$ cat config.mk
export PLATFORM = sky130hd
export DESIGN_NAME = fifo_rd_packer
export DESIGN_NICKNAME = d
export VERILOG_FILES = /design/src/rtl/fifo_pkg.sv /design/src/rtl/fifo_rd_packer.sv
export SDC_FILE = /design/constraint.sdc
export NUM_CORES = 1
export LEC_CHECK = 0
export BUFFER_PORTS_ARGS = -buffer_cell sky130_fd_sc_hd__buf_2
export CAP_MARGIN = 10
export CORE_ASPECT_RATIO = 0.8
export CORE_MARGIN = 4
export CORE_UTILIZATION = 49
export DETAILED_ROUTE_END_ITERATION = 10
export GPL_TIMING_DRIVEN = 1
export HOLD_SLACK_MARGIN = 0.02
export PLACE_DENSITY_LB_ADDON = 0.05
export SETUP_SLACK_MARGIN = 0.2
export SLEW_MARGIN = 10
export SYNTH_ARGS = -nofsm -noshare
export SYNTH_HDL_FRONTEND = slang
export SYNTH_SLANG_ARGS = --single-unit
$ cat constraint.sdc
create_clock -name r_clk -period 2.49 [get_ports r_clk]
set_clock_uncertainty 0.2 [all_clocks]
set_input_delay 0.1245 -clock r_clk [delete_from_list [all_inputs] [get_ports r_clk]]
set_output_delay 0.1245 -clock r_clk [all_outputs]
set_load 0.05 [all_outputs]
$ cat src/rtl/fifo_pkg.sv
// Shared types for the FIFO read-side packer: lane count, control state and keep-mask helper.
package fifo_pkg;

    localparam int DEF_WIDTH = 8;
    localparam int DEF_RATIO = 4;
    localparam int CNT_W     = $clog2(DEF_RATIO + 1);

    typedef logic [CNT_W-1:0] cnt_t;

    typedef enum logic {
        ACCUM = 1'b0,
        FLUSH = 1'b1
    } state_t;

    typedef struct packed {
        state_t state;
        cnt_t   cnt;
    } dbg_t;

    // Lanes below c are valid: (1 << c) - 1.
    function automatic logic [DEF_RATIO-1:0] keep_mask(input cnt_t c);
        keep_mask = '0;
        for (int i = 0; i < DEF_RATIO; i++) begin
            keep_mask[i] = (cnt_t'(i) < c);
        end
    endfunction

endpackage

$ cat src/rtl/fifo_rd_packer.sv
// Packs RATIO show-ahead FIFO words into one wide registered valid/ready beat, with flush of partial beats.
module fifo_rd_packer
    import fifo_pkg::*;
#(
    parameter int WIDTH = DEF_WIDTH,
    parameter int RATIO = DEF_RATIO
) (
    input  logic               r_clk,
    input  logic               r_rst,
    input  logic [WIDTH-1:0]   f_data,
    input  logic               f_empty,
    output logic               f_read,
    input  logic               flush,
    output logic [WIDTH*RATIO-1:0] m_data,
    output logic [RATIO-1:0]   m_keep,
    output logic               m_valid,
    input  logic               m_ready,
    output dbg_t               dbg
);

    // Stream handshake: a beat moves when m_valid & m_ready at a rising edge;
    // while m_valid is high and m_ready low, m_data/m_keep/m_valid stay frozen.

    state_t            state;
    state_t            state_nx;
    cnt_t              cnt;
    logic [WIDTH-1:0]  acc [RATIO];
    logic              flush_pend;
    logic              full;
    logic              xfer;
    logic              pop;
    logic [WIDTH*RATIO-1:0] beat_data;

    assign flush_pend = (state == FLUSH);
    assign full       = (cnt == cnt_t'(RATIO));
    assign xfer       = (full || (flush_pend && cnt != '0)) && (!m_valid || m_ready);
    // Popping is frozen during a pending flush so the flushed beat content is stable.
    assign pop        = !r_rst && !f_empty && !flush_pend && (!full || xfer);
    assign f_read     = pop;

    assign dbg.state = state;
    assign dbg.cnt   = cnt;

    always_comb begin
        beat_data = '0;
        for (int i = 0; i < RATIO; i++) begin
            if (cnt_t'(i) < cnt) begin
                beat_data[i*WIDTH +: WIDTH] = acc[i];
            end
        end
    end

    always_comb begin
        state_nx = state;
        case (state)
            ACCUM: if (flush) state_nx = FLUSH;
            FLUSH: if (xfer || cnt == '0) state_nx = ACCUM;
            default: state_nx = ACCUM;
        endcase
    end

    always_ff @(posedge r_clk) begin
        if (r_rst) begin
            state <= ACCUM;
        end else begin
            state <= state_nx;
        end
    end

    always_ff @(posedge r_clk) begin
        if (r_rst) begin
            cnt <= '0;
            for (int i = 0; i < RATIO; i++) acc[i] <= '0;
        end else if (xfer) begin
            // A word popped in the transfer cycle starts the next beat in lane 0.
            cnt <= pop ? cnt_t'(1) : cnt_t'(0);
            if (pop) acc[0] <= f_data;
        end else if (pop) begin
            for (int i = 0; i < RATIO; i++) begin
                if (cnt == cnt_t'(i)) acc[i] <= f_data;
            end
            cnt <= cnt + cnt_t'(1);
        end
    end

    always_ff @(posedge r_clk) begin
        if (r_rst) begin
            m_data  <= '0;
            m_keep  <= '0;
            m_valid <= 1'b0;
        end else if (xfer) begin
            m_data  <= beat_data;
            m_keep  <= keep_mask(cnt);
            m_valid <= 1'b1;
        end else if (m_ready) begin
            m_valid <= 1'b0;
        end
    end

endmodule

# Word-level counts from Yosys, hierarchy flattened
# Memories as Yosys holds them, arrays and structs flattened. A register that Yosys moved wholly into a read port is not among the register bits.
# Cells that the tools add are included.
[word_totals]
memories = 1
ram_bits = 32
ff_bits = 41
[memory_table]
columns = ["memory", "depth", "word_bits", "rd", "rd_ports_with_merged_regs", "wr", "line", "text"]
rows = [
  ["acc", 4, 8, 4, 1, 4, "fifo_rd_packer.sv:27", "logic [WIDTH-1:0] acc [RATIO];"],
]
[op_classes]
muxes = 43
n_eq_ne = 4
bitwise = 6
n_reduce_logical = 18
add_sub_neg = 1
n_lt_le_gt_ge = 4
[ops]
columns = ["op", "count"]
rows = [
  ["$mux 8", 9],
  ["$mux 1", 31],
  ["$eq 3x2->1 const B", 2],
  ["$lt 1x3->1 const A", 2],
  ["$lt 2x3->1 const A", 2],
  ["$mux 3", 2],
  ["$logic_and 1x1->1", 5],
  ["$logic_not 1->1", 5],
  ["$or 1x1->1", 5],
  ["$logic_or 1x1->1", 4],
  ["$reduce_bool 2->1", 2],
  ["$add 3x1->3 const B", 1],
  ["$eq 3x1->1 const B", 1],
  ["$eq 3x3->1 const B", 1],
  ["$logic_not 3->1", 1],
  ["$reduce_bool 3->1", 1],
  ["$pmux 1 s2", 1],
  ["$not 1->1", 1],
]

# Depth between registers and ports, before layout
[logic_depth]
word_depth = 12
depth_mapped = 7
mapped_depth_nobuf = 5

# Worst setup path before layout
# Ideal clock, no wire load.
[synth_path]
path_type = "register -> register"
start = "register cnt[0]"
end = "memory acc[0][0] (netlist bit) (enable)"
stages_incl_launch_ff = 7
t_arrival_ns = 2.278
setup_time_ns = 0.375
slack_ns = -0.363
path_buffers = 1
cell_sequence = "dfxtp_1 -> inv_1 -> ha_1 -> mux2_2 -> buf_4 -> a21oi_2 -> o21bai_1"
[synth_lines]
columns = ["item", "line", "text"]
rows = [
  ["start, declared", "fifo_rd_packer.sv:26", "cnt_t cnt;"],
  ["start signal, assigned", "fifo_rd_packer.sv:76", "cnt <= pop ? cnt_t'(1) : cnt_t'(0);"],
  ["start signal, assigned", "fifo_rd_packer.sv:82", "cnt <= cnt + cnt_t'(1);"],
  ["end, declared", "fifo_rd_packer.sv:27", ""],
]

==> results.md <==
Power and ir drop:
- The switching power is 600 uW.
- Per report_power, the clock group accounts for 43.6% of the total.
- The internal power component is 2110 uW.
- The part of the power in registers is 48.1%.
- The power density over cell area is 713 nW/um^2.
- The total design power is 2710 uW.
- The leakage power of the design is 0.00148 uW.
- The power share of the combinational group is 8.4%.
- Net switching is 22.1% of the power.
- The maximum vdd drop is 0.576 mV.

Hold path:
- Along the worst hold path, the cell count comes to 5.
- The class of the tightest hold or removal check is primary input to flip-flop.

Critical path:
- The data arrival time at the worst-slack endpoint is 2.06 ns.
- The slowest stage cell on the critical path is mux2_4.
- For the worst flop-to-flop path, the logic depth is 5.
- The critical path goes through clkinvlp_4 > ha_4 > mux2_4 > a2111oi_4 > or2_4.
- The critical path startpoint category is a flip-flop.
- In this design, the stage delay of the slowest critical-path cell is 0.43 ns.
- In this run the worst path has a maximum fanout of 24.
- STA classifies the critical path endpoint as a flip-flop.
- The critical path is of the flip-flop to flip-flop type.
- The data required time at the worst endpoint is 2.35 ns.

Route:
- The ratio of routed vias to standard cells is 5.40.
- The number of iterations in the first detailed-routing pass is 5.
- The number of nets with antenna violations after detailed routing is 0.
- In the final routed layout, each cell accounts on average for 16.2 um.
- The final wirelength is 6990 um.
- The detailed-route via count is 2322.
- The DRC marker count from the first detailed-route iteration is 120.
- For this run, design rule violations remaining after detail routing come to 0.

Clock tree:
- The H-tree was split into 3 levels.
- After clock tree synthesis, the clock-pin slew on the worst setup and hold paths is 0.07 ns.
- The cell chosen for the clock root is clkbuf_8.
- For the worst-skew pair, the clock arrives at the later sink with an insertion delay of 0.35 ns.
- The clock tree from TritonCTS is built.
- The maximum clock insertion buffer count is 2.
- Clock tree synthesis found a total of 73 sinks.
- Clock tree synthesis inserted a total of 9 buffers.

Yosys:
- The basic-gate share of the synthesized area counting and, or, nand and nor cells is 18.3%.
- After synthesis, the share of flip-flops with an asynchronous set or reset is 0%.
- Summing every instance area after synthesis gives 3030 um^2.
- In the synthesized netlist, the number of instances is 282.
- Counting every net in the synthesized netlist gives 298.
- The multiplexer share of the synthesized area is 1.03%.
- The number of enable flip-flop cells after synthesis is 32.
- The top cell type by total area after synthesis is edfxtp_1.
- By area the synthesized netlist is led by edfxtp_1 (32%), dfxtp_1 (27%), a21oi_1 (6.8%), o21ai_0 (5.6%), and2_1 (5.0%).
- Counting flops and latches in the post-synthesis netlist gives 73.
- The xor/xnor share of the synthesized area is 0%.
- The adder and majority gate portion of the synthesized area is 1.24%.
- The synthesized netlist devotes 15.7% of its cell area to compound gates.
- The number of warnings printed during yosys synthesis is 0.
- Averaged over all synthesized cells, the footprint is 10.8 um^2.
- The flip-flop cell with the highest count after synthesis is dfxtp_1.
- After synthesis, the largest family of logic cells by area is simple AND/OR/NAND/NOR gates.
- The distinct cell type count after synthesis is 31.
- The register area share after synthesis is 58.8%.
- The fraction of synthesized cell area taken by the top area cell type is 31.7%.

Cells and area:
- The post-route netlist has 28.9% of its cells at a drive strength greater than 1.
- The net total in the final layout is 360.
- The post-route standard cell area excluding fillers is 3800 um^2.
- The share of the core filled with cells in the final layout is 63.9%.
- The layout has 516 filler cells.
- Excluding fillers, the count of instances in the completed layout stands at 430.
- The number of diodes added for antenna fixing is 0.
- The signed area change from the synthesized netlist to the final layout is 25.3%.

Floorplanning:
- For this design the top-level I/O count stands at 55.
- The initial core utilization is 51.0%.
- The placeable core region is 5940 um^2.
- The die outline width is 95.9 um.
- The full die area is 7520 um^2.
- The number of rows in the core area is 25.
- The die is 78.4 um tall.

Place:
- The number of placed cells counting well taps is 403.
- Routability-driven placement finished with a final weighted congestion of 0.818.
- After legalization and detailed placement, the total HPWL measured 4530 um.
- The area of placed instances is 3420 um^2.
- The count of buffers added on input and output ports is 54.

STA:
- The headroom to the max-slew limit is 68.9%.
- Setup repair after global routing left no endpoint under its margin.
- The top achievable clock speed is 454 MHz.
- After routing, the total negative slack on setup checks comes to 0 ns.
- The number of endpoints failing setup at the final stage is 0.
- In the finished design, the share of the clock period the worst path needs comes to 88.5%.
- The minimum clock period after layout is 2.20 ns.
- The number of endpoints with negative hold slack in the final report is 0.
- At the pin with the least slew margin, the transition time is 0.467 ns.
- The count of pins over their slew limit is 0.

Global route:
- The global-route usage over all layers is 21.0%.
- The remaining global-route overflow is 0.
- The largest net degree at the start of global routing is 45.
- The number of global-route vias before repair came to 2218.
- The wire length of the first global-routing pass is 11700 um.
- The number of antenna violations at the first check in global routing was 0.

Status:
- The run finished with clean final reports.

Flow run:
- The number of maximum-capacitance violations is 0.
==> synthesized netlist by cell type, types with 3 or more instances <==
cell type,instances
nor3_1,6
o21ai_0,34
nand2b_1,4
ha_1,3
buf_1,3
a21oi_1,41
nand4_1,24
buf_2,6
inv_1,4
nand3_1,9
nor3b_1,8
edfxtp_1,32
dfxtp_1,41
clkbuf_1,15
and2_1,24
or2_2,4
==> power by group through the flow <==
stage | logic (uW) | registers (uW) | clock network, uW
after floorplan | 119 | 1360 | 0
after global placement | 210 | 1330 | 0
after detailed placement | 211 | 1330 | 0
after CTS | 225 | 1300 | 1200
after global routing | 245 | 1310 | 1260
final | 226 | 1300 | 1180
==> critical path, delay by kind of cell (launching register included) <==
kind            cells  cell delay (ns)
mux                 1             0.43
flops               1             0.38
compound gates      1             0.36
simple gates        1             0.24
fa+ha+maj           1             0.18
buf+inv             1             0.10
==> stage by stage <==
stage	hold slack (ns)	worst slack (ns)
5_1_grt	0.156	0.202
3_3_place_gp	0.185	0.351
6_report	0.134	0.287
4_1_cts	0.122	0.232
3_5_place_dp	0.193	0.315
2_1_floorplan	0.0778	0.151
==> cells by family after synthesis <==
family | after synthesis
compound gates | 83
fa+ha+maj | 3
buf+inv | 32
flops | 73
mux | 3
simple gates | 88
==> area by class of cell <==
class | instances | area (um^2) | share of cell area (%)
sequential | 73 | 1790 | 47.1
multi-input combinational | 177 | 1140 | 30.0
timing repair buffer | 79 | 488 | 12.8
clock buffer | 11 | 163 | 4.28
tap | 81 | 101 | 2.67
clock inverter | 5 | 98.8 | 2.60
inverter | 4 | 18.8 | 0.494
==> state kept, by name, summed over array words and instances, names as in the netlist <==
name        flops
acc            32
cnt             3
flush_pend      1
m_data         32
m_keep          4
m_valid         1
==> final timing paths <==
kind / start / to / slack [ns]
max: cnt[0]$_SDFFE_PP0P_ / acc[3][6]$_SDFFCE_PN0P_ / 0.29
min: m_ready / flush_pend$_SDFF_PP0_ / 0.13
max reg2reg: cnt[0]$_SDFFE_PP0P_ / acc[3][6]$_SDFFCE_PN0P_ / 0.29
min reg2reg: m_data[27]$_SDFFE_PP0P_ / m_data[27]$_SDFFE_PP0P_ / 0.27
==> what timing repair did <==
action / in CTS / in global routing
buffers inserted: 0 / 0
hold endpoints to repair: 33 / 0
hold buffers: 11 / 0
resized for setup: 0 / 5
setup endpoints to repair: 0 / 1
==> cell usage in the layout (no fill, tap or decap), types with 2 or more instances in the layout <==
cell type	instances
dfxtp_1	38
or2_4	2
or2_2	2
nand4_1	24
dlygate4sd3_1	11
a2111oi_4	2
nor3_1	6
a21o_1	2
or3_1	2
inv_1	3
nand3b_1	2
a21oi_1	41
dfxtp_4	2
nand3_1	9
nand2b_1	4
buf_2	53
bufinv_16	3
o21ai_0	34
nor3b_1	8
and2_1	24
clkbuf_8	10
edfxtp_1	32
buf_4	15
ha_1	2
==> routing by layer <==
metal	GRT usage, %	share of wire [%]	vias up
met4	7.67	1.6	0
li1	-	-	1152
met3	5.65	7.3	10
met5	0	0	-
met2	31.2	46	82
met1	29.3	45	1078
No activity file was read; power rests on OpenSTA's default activity.
